[config.mk]
export PLATFORM = sky130hd
export DESIGN_NAME = systolic_feeder
export DESIGN_NICKNAME = d
export VERILOG_FILES = /design/src/rtl/systolic_pkg.sv /design/src/rtl/systolic_skew_lane.sv /design/src/rtl/systolic_feeder.sv
export SDC_FILE = /design/constraint.sdc
export NUM_CORES = 1
export LEC_CHECK = 0
export ABC_CLOCK_PERIOD_IN_PS = 6760
export CORE_UTILIZATION = 58
export DETAILED_ROUTE_END_ITERATION = 8
export PLACE_DENSITY_LB_ADDON = 0.15
export SYNTH_ARGS = -nofsm -noshare
export SYNTH_HDL_FRONTEND = slang
export SYNTH_SLANG_ARGS = --single-unit
[constraint.sdc]
create_clock -name i_clock -period 6.76 [get_ports i_clock]
set_input_delay 1.352 -clock i_clock [delete_from_list [all_inputs] [get_ports i_clock]]
set_output_delay 1.352 -clock i_clock [all_outputs]
set_load 0.01 [all_outputs]
[src/rtl/systolic_pkg.sv]
// systolic_pkg: state encoding and tile-size helpers shared by the
// systolic feeder and its skew lanes.
package systolic_pkg;

  localparam int SIZE_DEF   = 4;
  localparam int I_BITS_DEF = 8;

  typedef enum logic [1:0] {
    ST_LOAD,
    ST_FEED,
    ST_DRAIN
  } state_t;

  // 0 or anything above the array size means "full tile"
  function automatic int clamp_n(
    input logic [2:0] req,
    input int         size
  );
    if (req == 3'd0 || int'(req) > size) return size;
    return int'(req);
  endfunction

endpackage

[src/rtl/systolic_skew_lane.sv]
// systolic_skew_lane: picks element t-K of one bank entry for lane K,
// or zero outside the skew window / active tile.
module systolic_skew_lane
  import systolic_pkg::*;
#(
  parameter int SIZE   = SIZE_DEF,
  parameter int I_BITS = I_BITS_DEF,
  parameter int K      = 0,
  parameter int CW     = 5,
  parameter int NW     = 3
) (
  input  logic                   i_en,
  input  logic [CW-1:0]          i_t,
  input  logic [NW-1:0]          i_n,
  input  logic [SIZE*I_BITS-1:0] i_elems,
  output logic [I_BITS-1:0]      o_elem
);

  logic [CW-1:0] w_idx;
  logic          w_live;

  assign w_idx  = i_t - CW'(K);
  assign w_live = i_en
               && (CW'(K) < CW'(i_n))
               && (i_t >= CW'(K))
               && (w_idx < CW'(i_n));

  always_comb begin
    o_elem = '0;
    for (int j = 0; j < SIZE; j++) begin
      if (w_live && w_idx == CW'(j)) begin
        o_elem = i_elems[j*I_BITS +: I_BITS];
      end
    end
  end

endmodule

[src/rtl/systolic_feeder.sv]
// systolic_feeder: loads an A/B tile from a stream, then feeds skewed
// diagonals to the array. FEEDER_PERF_CNT_EN adds o_perf_cycles.
module systolic_feeder
  import systolic_pkg::*;
#(
  parameter int SIZE         = SIZE_DEF,
  parameter int I_BITS       = I_BITS_DEF,
  parameter int DRAIN_CYCLES = 2 * SIZE
) (
  input  logic                   i_clock,
  input  logic                   i_reset,
  input  logic                   i_s_valid,
  output logic                   o_s_ready,
  input  logic [SIZE*I_BITS-1:0] i_s_a_row,
  input  logic [SIZE*I_BITS-1:0] i_s_b_col,
  input  logic                   i_s_last,
  input  logic [2:0]             rf_matrix_size,
  output logic                   o_valid,
  output logic [SIZE*I_BITS-1:0] o_a_full,
  output logic [SIZE*I_BITS-1:0] o_b_full,
  output logic                   o_acc_reset,
  output logic                   o_busy,
  output logic                   o_done,
`ifdef FEEDER_PERF_CNT_EN
  output logic [31:0]            o_perf_cycles,
`endif
  output logic                   o_tile_err
);

  localparam int NW = $clog2(SIZE + 1);
  localparam int CW = $clog2(2 * SIZE + DRAIN_CYCLES + 1);
  localparam int VW = SIZE * I_BITS;

  state_t        r_state, w_state_nxt;
  logic [CW-1:0] r_cnt, w_cnt_nxt, w_t_last;
  logic [NW-1:0] r_n, w_n_nxt, w_n_beat;
  logic [VW-1:0] r_a_bank [SIZE];
  logic [VW-1:0] r_b_bank [SIZE];
  logic [VW-1:0] w_a_nxt  [SIZE];
  logic [VW-1:0] w_b_nxt  [SIZE];
  logic [VW-1:0] w_a_lane, w_b_lane;
  logic [VW-1:0] r_a_full, r_b_full;
  logic          w_hs, w_last_beat, w_mismatch;
  logic          w_valid_nxt, w_acc_nxt, w_done_nxt;
  logic          r_s_ready, r_valid, r_acc, r_busy, r_done, r_err;

  assign o_s_ready   = r_s_ready;
  assign o_valid     = r_valid;
  assign o_a_full    = r_a_full;
  assign o_b_full    = r_b_full;
  assign o_acc_reset = r_acc;
  assign o_busy      = r_busy;
  assign o_done      = r_done;
  assign o_tile_err  = r_err;

  assign w_hs        = i_s_valid && r_s_ready;
  assign w_n_beat    = (r_cnt == '0)
                     ? NW'(clamp_n(rf_matrix_size, SIZE))
                     : r_n;
  assign w_last_beat = (r_cnt == CW'(w_n_beat) - CW'(1));
  assign w_mismatch  = (i_s_last != w_last_beat);
  assign w_t_last    = CW'(r_n) + CW'(r_n) - CW'(2);

  // banks as they will be after this edge, so t=0 sees the last beat
  always_comb begin
    for (int i = 0; i < SIZE; i++) begin
      w_a_nxt[i] = r_a_bank[i];
      w_b_nxt[i] = r_b_bank[i];
      if (w_hs && r_cnt == CW'(i)) begin
        w_a_nxt[i] = i_s_a_row;
        w_b_nxt[i] = i_s_b_col;
      end
    end
  end

  always_comb begin
    w_state_nxt = r_state;
    w_cnt_nxt   = r_cnt;
    w_n_nxt     = r_n;
    unique case (r_state)
      ST_LOAD: begin
        if (w_hs) begin
          w_n_nxt = w_n_beat;
          if (w_last_beat) begin
            w_state_nxt = ST_FEED;
            w_cnt_nxt   = '0;
          end else begin
            w_cnt_nxt = r_cnt + 1'b1;
          end
        end
      end
      ST_FEED: begin
        if (r_cnt == w_t_last) begin
          w_state_nxt = ST_DRAIN;
          w_cnt_nxt   = '0;
        end else begin
          w_cnt_nxt = r_cnt + 1'b1;
        end
      end
      ST_DRAIN: begin
        if (r_cnt == CW'(DRAIN_CYCLES - 1)) begin
          w_state_nxt = ST_LOAD;
          w_cnt_nxt   = '0;
        end else begin
          w_cnt_nxt = r_cnt + 1'b1;
        end
      end
      default: begin
        w_state_nxt = ST_LOAD;
        w_cnt_nxt   = '0;
      end
    endcase
  end

  assign w_valid_nxt = (w_state_nxt == ST_FEED);
  assign w_acc_nxt   = w_valid_nxt && (w_cnt_nxt == '0);
  assign w_done_nxt  = (w_state_nxt == ST_DRAIN)
                    && (w_cnt_nxt == CW'(DRAIN_CYCLES - 1));

  for (genvar k = 0; k < SIZE; k++) begin : g_lane
    systolic_skew_lane #(
      .SIZE(SIZE), .I_BITS(I_BITS), .K(k), .CW(CW), .NW(NW)
    ) u_a (
      .i_en   (w_valid_nxt),
      .i_t    (w_cnt_nxt),
      .i_n    (w_n_nxt),
      .i_elems(w_a_nxt[k]),
      .o_elem (w_a_lane[k*I_BITS +: I_BITS])
    );
    systolic_skew_lane #(
      .SIZE(SIZE), .I_BITS(I_BITS), .K(k), .CW(CW), .NW(NW)
    ) u_b (
      .i_en   (w_valid_nxt),
      .i_t    (w_cnt_nxt),
      .i_n    (w_n_nxt),
      .i_elems(w_b_nxt[k]),
      .o_elem (w_b_lane[k*I_BITS +: I_BITS])
    );
  end

  always_ff @(posedge i_clock or negedge i_reset) begin
    if (!i_reset) begin
      r_state   <= ST_LOAD;
      r_cnt     <= '0;
      r_n       <= '0;
      r_s_ready <= 1'b1;
      r_valid   <= 1'b0;
      r_acc     <= 1'b0;
      r_busy    <= 1'b0;
      r_done    <= 1'b0;
      r_err     <= 1'b0;
      r_a_full  <= '0;
      r_b_full  <= '0;
      for (int i = 0; i < SIZE; i++) begin
        r_a_bank[i] <= '0;
        r_b_bank[i] <= '0;
      end
    end else begin
      r_state   <= w_state_nxt;
      r_cnt     <= w_cnt_nxt;
      r_n       <= w_n_nxt;
      r_s_ready <= (w_state_nxt == ST_LOAD);
      r_valid   <= w_valid_nxt;
      r_acc     <= w_acc_nxt;
      r_busy    <= (w_state_nxt != ST_LOAD);
      r_done    <= w_done_nxt;
      r_a_full  <= w_a_lane;
      r_b_full  <= w_b_lane;
      for (int i = 0; i < SIZE; i++) begin
        r_a_bank[i] <= w_a_nxt[i];
        r_b_bank[i] <= w_b_nxt[i];
      end
      if (w_hs) begin
        r_err <= w_mismatch | (r_err & (r_cnt != '0));
      end
    end
  end

`ifdef FEEDER_PERF_CNT_EN
  logic        r_perf_run;
  logic [31:0] r_perf_cnt;
  logic [31:0] r_perf_out;

  assign o_perf_cycles = r_perf_out;

  // starts at 2: the first beat plus the one-cycle feed latency
  always_ff @(posedge i_clock or negedge i_reset) begin
    if (!i_reset) begin
      r_perf_run <= 1'b0;
      r_perf_cnt <= '0;
      r_perf_out <= '0;
    end else begin
      if (w_hs && r_cnt == '0) begin
        r_perf_run <= 1'b1;
        r_perf_cnt <= 32'd2;
      end else if (r_perf_run && r_perf_cnt != '1) begin
        r_perf_cnt <= r_perf_cnt + 32'd1;
      end
      if (r_done) begin
        r_perf_run <= 1'b0;
        r_perf_out <= (r_perf_cnt == '1) ? r_perf_cnt
                                         : r_perf_cnt + 32'd1;
      end
    end
  end
`endif

endmodule

# After elaboration in Yosys (flattened, before gate mapping)
# Cells that the tools add are included.
[totals] reg_bits=336 in_bits=71 out_inout_bits=70 elab_cells=167
[classes] n_addsub=7 order_cmp=13 eq_ne=24 muxes=56 bitwise=2 n_reduce_logical=46
[ops] cell="$mux 32" n=8
[ops] cell="$mux 8" n=32
[ops] cell="$eq 5x2->1 const B" n=10
[ops] cell="$logic_and 1x1->1" n=35
[ops] cell="$eq 5x1->1 const B" n=5
[ops] cell="$logic_not 5->1" n=5
[ops] cell="$lt 5x3->1" n=4
[ops] cell="$mux 5" n=4
[ops] cell="$mux 3" n=5
[ops] cell="$pmux 5 s3" n=1
[ops] cell="$eq 5x3->1 const B" n=2
[ops] cell="$eq 5x5->1" n=2
[ops] cell="$ge 5x1->1 const B" n=2
[ops] cell="$ge 5x2->1 const B" n=2
[ops] cell="$sub 5x2->5 const B" n=2
[ops] cell="$mux 2" n=4
[ops] cell="$lt 1x3->1 const A" n=2
[ops] cell="$lt 2x3->1 const A" n=2
[ops] cell="$pmux 2 s3" n=1
[ops] cell="$add 5x1->5 const B" n=1
[ops] cell="$reduce_bool 5->1" n=1
[ops] cell="$sub 4x2->5 const B" n=1
[ops] cell="$sub 5x1->5 const B" n=1
[ops] cell="$add 3x3->4" n=1
[ops] cell="12 further kinds" n=15

# Longest topological paths before layout
[depth] ltp_word=19 depth_mapped=25

# Hierarchy
# From an unflattened synthesis, not the netlist that was laid out.
[unflattened] cells_unflattened=1170 area_unflattened_um2=15872.7
[modules_own_cells] module="systolic_feeder" n_inst=1 cells_each=736 area_per_inst_um2=12199.2 seq_area_each_um2=8409.3
[modules_own_cells] module="systolic_skew_lane at g_lane[1].u_a ..." n_inst=2 cells_each=77 area_per_inst_um2=584.3 seq_area_each_um2=0.0
[modules_own_cells] module="systolic_skew_lane at g_lane[3].u_a ..." n_inst=2 cells_each=76 area_per_inst_um2=538.0 seq_area_each_um2=0.0
[modules_own_cells] module="systolic_skew_lane at g_lane[2].u_a ..." n_inst=2 cells_each=36 area_per_inst_um2=380.4 seq_area_each_um2=0.0
[modules_own_cells] module="systolic_skew_lane at g_lane[0].u_a ..." n_inst=2 cells_each=28 area_per_inst_um2=334.1 seq_area_each_um2=0.0

# Worst setup path before layout
# No wires, ideal clock.
[synth_path] path_kind="input to register" from="input port rf_matrix_size[0]" to="register r_b_full[29] (netlist: o_b_full[29])" setup_ns=0.087 arrival_ns=6.478 required_time_ns=6.673 path_slack_ns=0.195 stages=22 n_path_buf=3 path_cell_list="or2_2 ha_1 o21bai_1 xnor2_1 a2111o_1 a2111oi_4 buf_6 nand2b_1 nand2b_1 a22oi_1 inv_1 ha_1 inv_2 clkbuf_1 clkbuf_1 xnor2_1 ha_1 a21oi_1 and3_1 o311a_1 or4b_1 a211oi_2"
[synth_via] word_cells_on_any_way=37 cone_classes="2 x add/sub; 4 x order compare; 5 x eq/ne; 16 x mux; 10 x reduce/logical"
[synth_lines] item="start, declared" line_no="systolic_feeder.sv:17" text="input logic [2:0] rf_matrix_size,"
[synth_lines] item="$gt 3x3->1 / $logic_not 3->1 (equally long branches)" line_no="systolic_pkg.sv:19" text="if (req == 3'd0 || int'(req) > size) return size;"
[synth_lines] item="$logic_or 1x1->1" line_no="systolic_pkg.sv:19"
[synth_lines] item="$mux 1 / $mux 3 (equally long branches)" line_no="systolic_pkg.sv:19"
[synth_lines] item="$mux 3 *" line_no="systolic_pkg.sv:20" text="return int'(req);"
[synth_lines] item="$mux 3 *" line_no="systolic_feeder.sv:58" text="? NW'(clamp_n(rf_matrix_size, SIZE))"
[synth_lines] item="$sub 3x1->4 *" line_no="systolic_feeder.sv:60" text="assign w_last_beat = (r_cnt == CW'(w_n_beat) - CW'(1));"
[synth_lines] item="$eq 5x5->1 *" line_no="systolic_feeder.sv:60"
[synth_lines] item="$mux 5 *" line_no="systolic_feeder.sv:84" text="if (w_last_beat) begin"
[synth_lines] item="(+2 left out)"
[synth_lines] item="named net g_lane[0].u_a.i_t[1]" line_no="systolic_skew_lane.sv:13" text="input logic [CW-1:0] i_t,"
[synth_lines] item="$sub 5x2->5 / $ge 5x2->1 (equally long branches)" line_no="systolic_skew_lane.sv:22, systolic_skew_lane.sv:25"
[synth_lines] item="$lt 5x3->1 / $logic_and 1x1->1 (equally long branches)" line_no="systolic_skew_lane.sv:26, systolic_skew_lane.sv:25"
[synth_lines] item="$logic_and 1x1->1" line_no="systolic_skew_lane.sv:26" text="&& (w_idx < CW'(i_n));"
[synth_lines] item="$logic_and 1x1->1" line_no="systolic_skew_lane.sv:31" text="if (w_live && w_idx == CW'(j)) begin"
[synth_lines] item="$mux 8 (3 in series)" line_no="systolic_skew_lane.sv:31"
[synth_lines] item="$mux 8 *" line_no="systolic_skew_lane.sv:31"
[synth_lines] item="named net g_lane[3].u_b.o_elem[5]" line_no="systolic_skew_lane.sv:16" text="output logic [I_BITS-1:0] o_elem"
[synth_lines] item="end signal, assigned" line_no="systolic_feeder.sv:168" text="r_b_full <= w_b_lane;"
[synth_lines] item="end, declared" line_no="systolic_feeder.sv:42" text="logic [VW-1:0] r_a_full, r_b_full;"
# Mark *: on every way through the listed nets, which the timed path passes. The rest lies on a longest branch.
# A chain may end at the register's enable or synchronous reset.

# Worst setup path in the final report
[layout_path] from="input port rf_matrix_size[1]" to="register r_b_full[25] (netlist: o_b_full[25])"
# Same word-level chain as after synthesis.

==> impl_metrics.ini <==
[outcome]
run_status = finished with violations
violations = DRC

[die]
die_area_mm2 = 0.02730
fp.dieW_um = 165.2
die_y_um = 165.2
num_io_pins = 141
floorplan.initialDensity_pct = 59.14
core_area_mm2 = 0.02613
num_rows = 59

[clock_network]
post_cts_resized = 0
clock-sinks = 336
worstSkewPairLatency_ns = 0.52
cts_setup_buffers = 0
buffer_type_at_the_clock_tree_root = clkbuf_16
cts_tree = built
htree_levels = 2
cts_max_path_buffers = 3
cts-buffers-inserted = 36
clk_pin_slew_worst_paths_ns = 0.06
cts_hold_buf = 0

[detailed_routing]
detail_route.vias_per_cell = 6.395
antenna_left = 0
drtPass1Iterations = 7
routed-via-count = 10808
finalWirelength_um = 43450
drt_iter0_markers = 830
remaining_drc_errors = 19
avgRoutedWirePerCell_um = 25.71

[global_routing]
globalRouteOverflowTotal = 0
grt_util_met2_pct = 55.50
global_route_wire_length_before_repair_um = 65690
number_of_antenna_violations_at_the_first_check_in_global_routing = 1
grt_usage_pct = 32.73
pin_count_of_the_biggest_net_entering_global_routing = 135
first_global_vias = 11174
globalRoute.busiestLayer = met2
global_route.usage.met3_pct = 4.071
use_met1_pct = 40.52

[synthesis]
post_synth.cell_area_avg_um2 = 12.76
asyncSetResetFlopFracSynth_pct = 100.0
synth.ff_latch_count = 336
syn-num-nets = 1304
yosys_warnings = 0
main_flop_type_after_synthesis = dfrtp_1
synth_area_mm2 = 0.01545
seq_total_area_yosys_pct = 54.41
synth_largest_area_cell = dfrtp_1
post-synth-top-area-fraction_pct = 54.24
yosys-top-cells-area = dfrtp_1 54%, mux2_2 19%, a221o_1 3.0%
synth_edf_count = 0
netlist-cell-type-count = 81
synthesis.instances = 1211

[setup_path]
critical_path_peak_fanout = 14
worstRegToRegCells = 16
timing.reg2reg.setup_slack_ns = 1.29
cp.arrival_ns = 6.46
crit_required_ns = 7.20
cpMaxStageDelayCell = clkdlybuf4s50_1
start_kind = input port
path_cells = clkdlybuf4s50_1 -> or2_2 -> ha_1 -> o21bai_1 -> xnor2_1 -> a2111o_1 -> a2111oi_4 -> nand2b_1 -> nand2b_1 -> a22oi_1 -> inv_1 -> ha_2 -> inv_2 -> xnor2_1 -> ha_1 -> a21oi_1 -> and3_1 -> o311a_1 -> buf_4 -> nand3_2 -> a2bb2oi_1
timing.rr.end = o_b_full[25]$_DFF_PN0_
worst_path_largest_cell_delay_ns = 0.48
worst_r2r_startpoint = r_cnt[0]$_DFF_PN0_
critPathCaptureType = flop
setup.worst_path.class = input port to flop

[sta]
final_min_period_over_clock_period_pct = 89.07
final_period_minus_worst_setup_slack_ns = 6.021
hold_viol_final = 0
maxSlewViolCount = 0
unrepaired_setup_endpoints_after_global_routing = no
tightestPinTransition_ns = 1.285
clock.fmax_mhz = 166.1
fin_setup_tns_ns = 0
finalClockSkew_ns = 0.01784
setup_viol = 0
max-slew-margin-rel_pct = 14.02

[place]
post-dp-hpwl_um = 29060
port-buffer-count = 140
gpl.final_weighted_congestion = 0.8636

[final_layout]
layout_common_cells = 335 x dfrtp_1, 256 x mux2_2, 139 x clkdlybuf4s50_1, 84 x nor2_1, 47 x a221o_1
areaGrowthSynthToFinish_pct = 18.43
multiInputGateArea_mm2 = 0.006585
finish.utilization_pct = 70.04
ant_cells = 0
fillCellCount = 1895
final_common_cell = dfrtp_1
drive_above_1_share_pct = 28.41
sequential_cell_area_mm2 = 0.008409
final_net_count = 1424

[pwr]
total_power_mw = 8.560
power.density_cell_area_mw_per_mm2 = 467.7
p_leak_nw = 8.877
max-vdd-ir-drop_mv = 0.4560

[run]
drv_cap = 0

[worst_hold_path]
worstHoldEndpoint = r_b_bank[120]$_DFF_PN0_
hold_path_class = flop to flop
min_from = r_b_bank[120]$_DFF_PN0_
hold-path-cell-count = 1
==> flip-flops by register name, indices dropped and copies added (netlist names) <==
name and cells:
r_a_bank 128, r_b_bank 128, o_a_full 32, o_b_full 32, r_cnt 5, r_n 3, r_state 2, o_acc_reset 1
o_busy 1, o_done 1, o_s_ready 1, o_tile_err 1, o_valid 1
==> area by class of cell <==
class	instances	share of cell area, %
timing repair buffer	169	8.942
sequential	336	45.95
clock inverter	7	0.4238
multi-input combinational	756	35.98
tap	335	2.290
clock buffer	55	5.756
inverter	32	0.6631
==> critical path: cells and delay by family <==
| family | cells | cell delay, ns |
|---|---|---|
| AO/OA/AOI/OAI | 7 | 2.09 |
| AND/OR/NAND/NOR | 5 | 0.99 |
| buffers and inverters | 4 | 0.95 |
| adder cells (fa/ha/maj) | 3 | 0.80 |
| XOR/XNOR | 2 | 0.26 |
==> per-layer routing <==
layer | wire, um | share of wire (%) | vias up
met1 | 17220 | 40 | 5587
li1 | - | - | 4709
met5 | 0 | 0 | -
met3 | 2119 | 4.9 | 106
met4 | 2527 | 5.8 | 0
met2 | 21580 | 50 | 406
==> synth_stat cells, types with 4 or more instances <==
cell type and n:
dfrtp_1 335, clkbuf_1 66, a2bb2oi_1 14, o211ai_1 7, a21oi_1 43, nand2b_1 4
ha_1 22, mux2_2 256, a22o_1 4, mux2i_1 8, xnor2_1 6, nor4bb_1 7
o2111ai_1 15, and4bb_1 7, nor2_1 86, buf_2 10, nand3_1 8, inv_1 28
a221oi_1 15, buf_4 4, a31oi_1 16, o211a_1 31, nor3_1 10, and2_1 16
and3_1 4, o21ai_0 14, buf_1 6, nand2_1 29, nand4_1 4, or2_2 17
a221o_1 47
==> how the worst max path moves through the flow <==
stage                      startpoint  slack (ns)  cells after the start                endpoint
floorplan           rf_matrix_size[0]        0.20                     22  o_b_full[29]$_DFF_PN0_
global placement    rf_matrix_size[0]        0.39                     21  o_b_full[24]$_DFF_PN0_
detailed placement  rf_matrix_size[1]        0.22                     21  o_a_full[30]$_DFF_PN0_
CTS                 rf_matrix_size[1]        0.75                     21  o_b_full[25]$_DFF_PN0_
global route        rf_matrix_size[0]        0.35                     21  o_a_full[26]$_DFF_PN0_
finish              rf_matrix_size[1]        0.74                     21  o_b_full[25]$_DFF_PN0_
==> power by group <==
part           internal, mW  switching, mW
clock network          1.12          0.784
logic                  1.50           2.56
registers              2.42          0.183
==> cell families after synthesis <==
group / Yosys count / synth area share [%]
DFF: 336 / 54.41
muxes: 264 / 19.17
AOI/OAI and AO/OA: 247 / 13.36
and+or+nand+nor: 215 / 7.651
buffers and inverters: 119 / 3.125
adders and majority gates: 22 / 1.781
xor gates and xnor gates: 8 / 0.5020
==> per-stage QoR <==
step	hold slack (ns)	area (um2)	std cells	worst slack, ns
floorplan	0.4661	15450	1211	0.1951
global placement	0.4753	17170	1628	0.3910
detailed placement	0.4810	17170	1628	0.2218
CTS	0.4948	18300	1690	0.7532
global route	0.5020	18300	1690	0.3540
finish	0.4925	18300	1690	0.7387
(Power assumes the default switching activity.)
==> edit 1 (same settings) <==
Add a define of `FEEDER_PERF_CNT_EN`.
--- a/src/rtl/systolic_feeder.sv
+++ b/src/rtl/systolic_feeder.sv
@@ -1,5 +1,7 @@
 // systolic_feeder: loads an A/B tile from a stream, then feeds skewed
 // diagonals to the array. FEEDER_PERF_CNT_EN adds o_perf_cycles.
+`define FEEDER_PERF_CNT_EN
+
 module systolic_feeder
   import systolic_pkg::*;
 #(
Function (old outputs only; new: o_perf_cycles): kept (Yosys induction, for registers that start in step).
==> edit 1 against the original RTL <==
The flow now finishes without violations; wire length rose by 12%; sequential cell count rose by 65; combinational power rose by 47%; worst setup slack barely moved; synthesized area rose by 17%; total power rose by 39%; count of clock-buffer cells in the layout rose by 13; cell area rose by 17%; register-to-register slack got worse by 500 ps.
==> edit 1: results (changes against the original RTL) <==
[min_path]
hold_depth = 2  ; was 1
min_from = r_a_bank[95]  ; was r_b_bank[120]

[layout]
fin_nets = 1887  ; was 1424
drive_above_1_share_pct = 16.17  ; was 28.41%
largestRegisters = r_a_bank (128), r_b_bank (128)  ; unchanged

[clock_network]
path_clk_slew_ps = 60  ; about the same
insertion_delay_ps = 540  ; was 520 ps
cts_buffers = 42  ; was 36
clk_path_buf_depth = 3  ; unchanged

[timing]
slew_headroom_pct = 30.98  ; was 14.02%
finClkSkew_ps = 14.58  ; was 17.84 ps

[grt]
use_met2_pct = 46.48  ; was 55.50%
grt_max_degree = 182  ; was 135
antenna_found_initial = 1  ; unchanged
grt_use_met3_pct = 9.228  ; was 4.071%
grt_pass1_vias = 13290  ; was 11.17k
grt_pass1_wl_um = 75950  ; was 65690 µm
use_met1_pct = 45.83  ; was 40.52%
grt_usage_pct = 31.48  ; was 32.73%

[detailed_routing]
route.met3.wl_um = 4759  ; was 2119 µm
via_per_inst = 6.082  ; was 6.395
drt-initial-drc-count = 1404  ; was 830
firstDrtPassIters = 5  ; was 7
wire_per_inst_um = 21.91  ; was 25.71 µm
top_layer_used = met5  ; was met4
wl_met2_um = 21300  ; was 21580 µm
drc_errors = 0  ; was 19
m1WireLength_um = 21740  ; was 17220 µm

[critical_path]
crit_start = rf_matrix_size[0]  ; was rf_matrix_size[1]
critical_path.max_stage_delay_ps = 420  ; was 480 ps
r2r_cells = 18  ; was 16
crit_path_max_fanout = 17  ; was 14
crit_family = compound AO/OA/AOI/OAI gates  ; unchanged
arrival_ps = 6440  ; was 6460 ps

[synth]
synthTopCellsByCount = dfrtp_1, nand2_1, mux2_2  ; was dfrtp_1, mux2_2, nor2_1
yosysUniqueCellTypes = 67  ; was 81
synth_area_leaders = dfrtp_1, mux2_2, nand2_1  ; was dfrtp_1, mux2_2, a221o_1
yosys.area_share.xor_xnor_pct = 2.861  ; was 0.5019%
ys_seq_area_share_pct = 55.57  ; was 54.41%
synth_compound_area_share_pct = 10.53  ; was 13.36%
syn_nets = 1743  ; was 1304
synthAdderAreaFrac_pct = 1.593  ; was 1.781%
yosys-mux-area-fraction_pct = 12.14  ; was 19.17%

[placement]
gp_congestion = 0.8830  ; was 0.8636
dp_hpwl_um = 33280  ; was 29060 µm
place.port_buffers = 172  ; was 140
postPlaceCellArea_um2 = 20160  ; was 17170 µm²

[outcome]
status = finished, final reports clean  ; was finished with violations

[power]
p_leak_nw = 10.29  ; was 8.877 nW
peakVddDrop_mv = 0.5067  ; was 0.4560 mV

==> edit 1: cell types whose count changed after synthesis, sizes merged, moves of 22 or more <==
cell,before,now
mux2,256,168
nor2,86,144
clkbuf,66,93
nand2,29,260
dfrtp,335,400
a211oi,4,28
mux2i,8,30
a221o,47,16
xor2,1,33
nor3,11,43
==> edit 1: report_power, final <==
group	total (mW)	switching, mW	internal (mW)
logic	5.96	3.70	2.26
clock network	2.17	0.923	1.25
registers	3.80	0.461	3.34
total	11.9	5.08	6.85
==> edit 1: layout make-up <==
| cell class | instances | area, µm² |
|---|---|---|
| fill | 2208 | 9143 |
| multi-input combinational | 1092 | 7442 |
| tap | 396 | 495.5 |
| clock buffer | 68 | 1230 |
| sequential | 401 | 10040 |
| clock inverter | 7 | 60.06 |
| timing repair buffer | 206 | 1994 |
| inverter | 50 | 187.7 |
==> edit 1: worst min-delay path: stages (launching register included) <==
cell	delay, ps
dfrtp_1	320
nand2_1	60
nand2_1	60
==> edit 1: worst paths after layout <==
check	end	slack (ps)
max	o_a_full[31]	740
min	r_a_bank[95]	470
max reg2reg	o_a_full[31]	790
min reg2reg	r_a_bank[95]	470
max in group asynchronous	r_b_bank[42]	4350
min in group asynchronous	o_perf_cycles[17]	850
==> edit 1: stage by stage <==
| step | std cells | setup slack (ps) |
|---|---|---|
| final | 2220 | 739.0 |
| after global placement | 2145 | 460.8 |
| after global routing | 2220 | 375.0 |
| after detailed placement | 2145 | 254.4 |
| after CTS | 2220 | 830.0 |
| after floorplan | 1649 | 395.9 |
==> edit 2 (same settings) <==
Without the edit above. Put one more register stage on the output `o_tile_err`. The value now appears one clock later. The other outputs are not delayed to match.
--- a/src/rtl/systolic_feeder.sv
+++ b/src/rtl/systolic_feeder.sv
@@ -51,7 +51,9 @@
   assign o_acc_reset = r_acc;
   assign o_busy      = r_busy;
   assign o_done      = r_done;
-  assign o_tile_err  = r_err;
+  always_ff @(posedge i_clock) begin
+    o_tile_err <= r_err;
+  end
 
   assign w_hs        = i_s_valid && r_s_ready;
   assign w_n_beat    = (r_cnt == '0)
Function: changed (Yosys sat finds a counterexample within 4 cycles, from zero or initial values and one cycle with i_reset low).
==> edit 2 against the original RTL <==
The flow still finishes with violations (DRC); sequential cell count up 1; maximum frequency down 0.52%; cell area up 0.55%; wire length up 3.4%; critical path type unchanged; synthesized area up 0.13%; die area up 0.13%; core utilization up 0.38 points; count of clock-buffer cells in the layout unchanged; global-route usage up 1.2 points; worst setup slack worse by 31 ps; total power up 1.2%; critical endpoint unchanged.
==> edit 2: results (changes against the original RTL) <==
[grt]
grt_max_degree = 153  ; was 135
antenna_found_initial = 1  ; unchanged
grt_usage_pct = 33.95  ; was 32.73%
grt_pass1_vias = 11500  ; was 11.17k
grt_pass1_wl_um = 68030  ; was 65690 µm

[synth]
yosys-mux-area-fraction_pct = 19.15  ; was 19.17%
synth_area_leaders = dfrtp_1, mux2_2, a221o_1  ; unchanged
synth_compound_area_share_pct = 13.34  ; was 13.36%
yosys.area_share.xor_xnor_pct = 0.5013  ; was 0.5019%
yosysWarnings = 0  ; unchanged
netlist_instances = 1212  ; was 1211
ys_seq_area_share_pct = 54.47  ; was 54.41%
synthTopCellsByCount = dfrtp_1, mux2_2, nor2_1  ; unchanged
yosysUniqueCellTypes = 82  ; was 81
syn_nets = 1305  ; was 1304
synthAdderAreaFrac_pct = 1.779  ; was 1.781%
async_flop_share_pct = 99.70  ; was 100.0%

[critical_path]
crit_path_max_fanout = 18  ; was 14
slowest_stage = xnor2_2  ; was clkdlybuf4s50_1
reg2reg_to = o_b_full[25]  ; unchanged
crit_family = compound AO/OA/AOI/OAI gates  ; unchanged
critical_path.max_stage_delay_ps = 830  ; was 480 ps
arrival_ps = 6470  ; was 6460 ps
r2r-start = r_cnt[0]  ; unchanged
regToRegSetupSlack_ps = 1140  ; was 1290 ps
r2r_cells = 15  ; was 16

[min_path]
hold_depth = 0  ; was 1
min_path_type = register to register  ; unchanged
min_to = o_tile_err  ; was r_b_bank[120]
min_from = r_err  ; was r_b_bank[120]

[layout]
fin_nets = 1426  ; was 1424
drive_above_1_share_pct = 28.90  ; was 28.41%
stdcell_count = 1695  ; was 1690
antenna-diode-count = 0  ; unchanged
largestRegisters = r_a_bank (128), r_b_bank (128)  ; unchanged
num-fill-cells = 1904  ; was 1895

[timing]
fmax_mhz = 165.2  ; was 166.1 MHz
worstMarginPinSlew_ps = 1195  ; was 1285 ps
finClkSkew_ps = 13.66  ; was 17.84 ps
whs_ps = 396.4  ; was 492.5 ps

[outcome]
status = finished with violations  ; unchanged
failed_checks = DRC  ; unchanged

[clock_network]
root_buffer = clkbuf_16  ; unchanged
clk_path_buf_depth = 3  ; unchanged
insertion_delay_ps = 520  ; about the same
cts_max_level = 2  ; unchanged
cts_setup_buffers = 0  ; unchanged
post_cts_resized = 0  ; unchanged

[detailed_routing]
drt-initial-drc-count = 936  ; was 830
totalWireLength_um = 44940  ; was 43450 µm
firstDrtPassIters = 7  ; unchanged
drc_errors = 24  ; was 19
via_per_inst = 6.445  ; was 6.395

[placement]
postPlaceCellArea_um2 = 17210  ; was 17170 µm²
gp_congestion = 0.9110  ; was 0.8636
dp.cells = 1630  ; was 1628
post-place-ws_ps = 254.0  ; was 221.8 ps
dp_hpwl_um = 30760  ; was 29060 µm

[power]
p_leak_nw = 8.938  ; was 8.877 nW
peakVddDrop_mv = 0.4028  ; was 0.4560 mV

edit 2: cell count changes after synthesis:
cell	delta
dfxtp_1	+1
edit 2: worst max path at each step:
| stage | endpoint | depth (start not counted) | start |
|---|---|---|---|
| after floorplan | o_b_full[29] | 22 | rf_matrix_size[0] |
| after global placement | o_b_full[27] | 17 | rf_matrix_size[0] |
| after detailed placement | o_b_full[25] | 20 | rf_matrix_size[0] |
| after CTS | o_b_full[25] | 20 | rf_matrix_size[0] |
| after global routing | o_b_full[25] | 20 | rf_matrix_size[0] |
| final | o_b_full[25] | 17 | rf_matrix_size[0] |
edit 2: area by class of cell:
type / instances / area [µm²] / share of cell area, %
Multi-Input combinational cell: 756 / 6585 / 35.78
Clock inverter: 10 / 86.33 / 0.4691
Inverter: 32 / 121.4 / 0.6595
Timing Repair Buffer: 170 / 1657 / 9.002
Tap cell: 335 / 419.2 / 2.278
Sequential cell: 337 / 8429 / 45.81
Clock buffer: 55 / 1105 / 6.004
edit 2: worst reg2reg max path: cells and delay by family, from the launching register on:
| family | cells | cell delay (ps) |
|---|---|---|
| simple gates | 4 | 1560 |
| fa+ha+maj | 2 | 510 |
| flops | 1 | 600 |
| compound gates | 5 | 1340 |
| mux | 1 | 190 |
| buf+inv | 2 | 510 |
| xor+xnor | 1 | 830 |
edit 2: routing by layer:
layer / routed length [µm] / up-vias / global-route usage, %
li1: - / 4727 / -
met1: 16810 / 5589 / 39.97
met2: 22000 / 442 / 56.39
met3: 2105 / 165 / 4.171
met4: 3997 / 2 / 27.07
met5: 16 / - / 0
edit 2: where the power goes:
part           internal, mW  switching [mW]  total [mW]
logic                  1.51            2.59        4.10
registers              2.43           0.180        2.61
clock network          1.17           0.784        1.95
total                  5.11            3.55        8.66
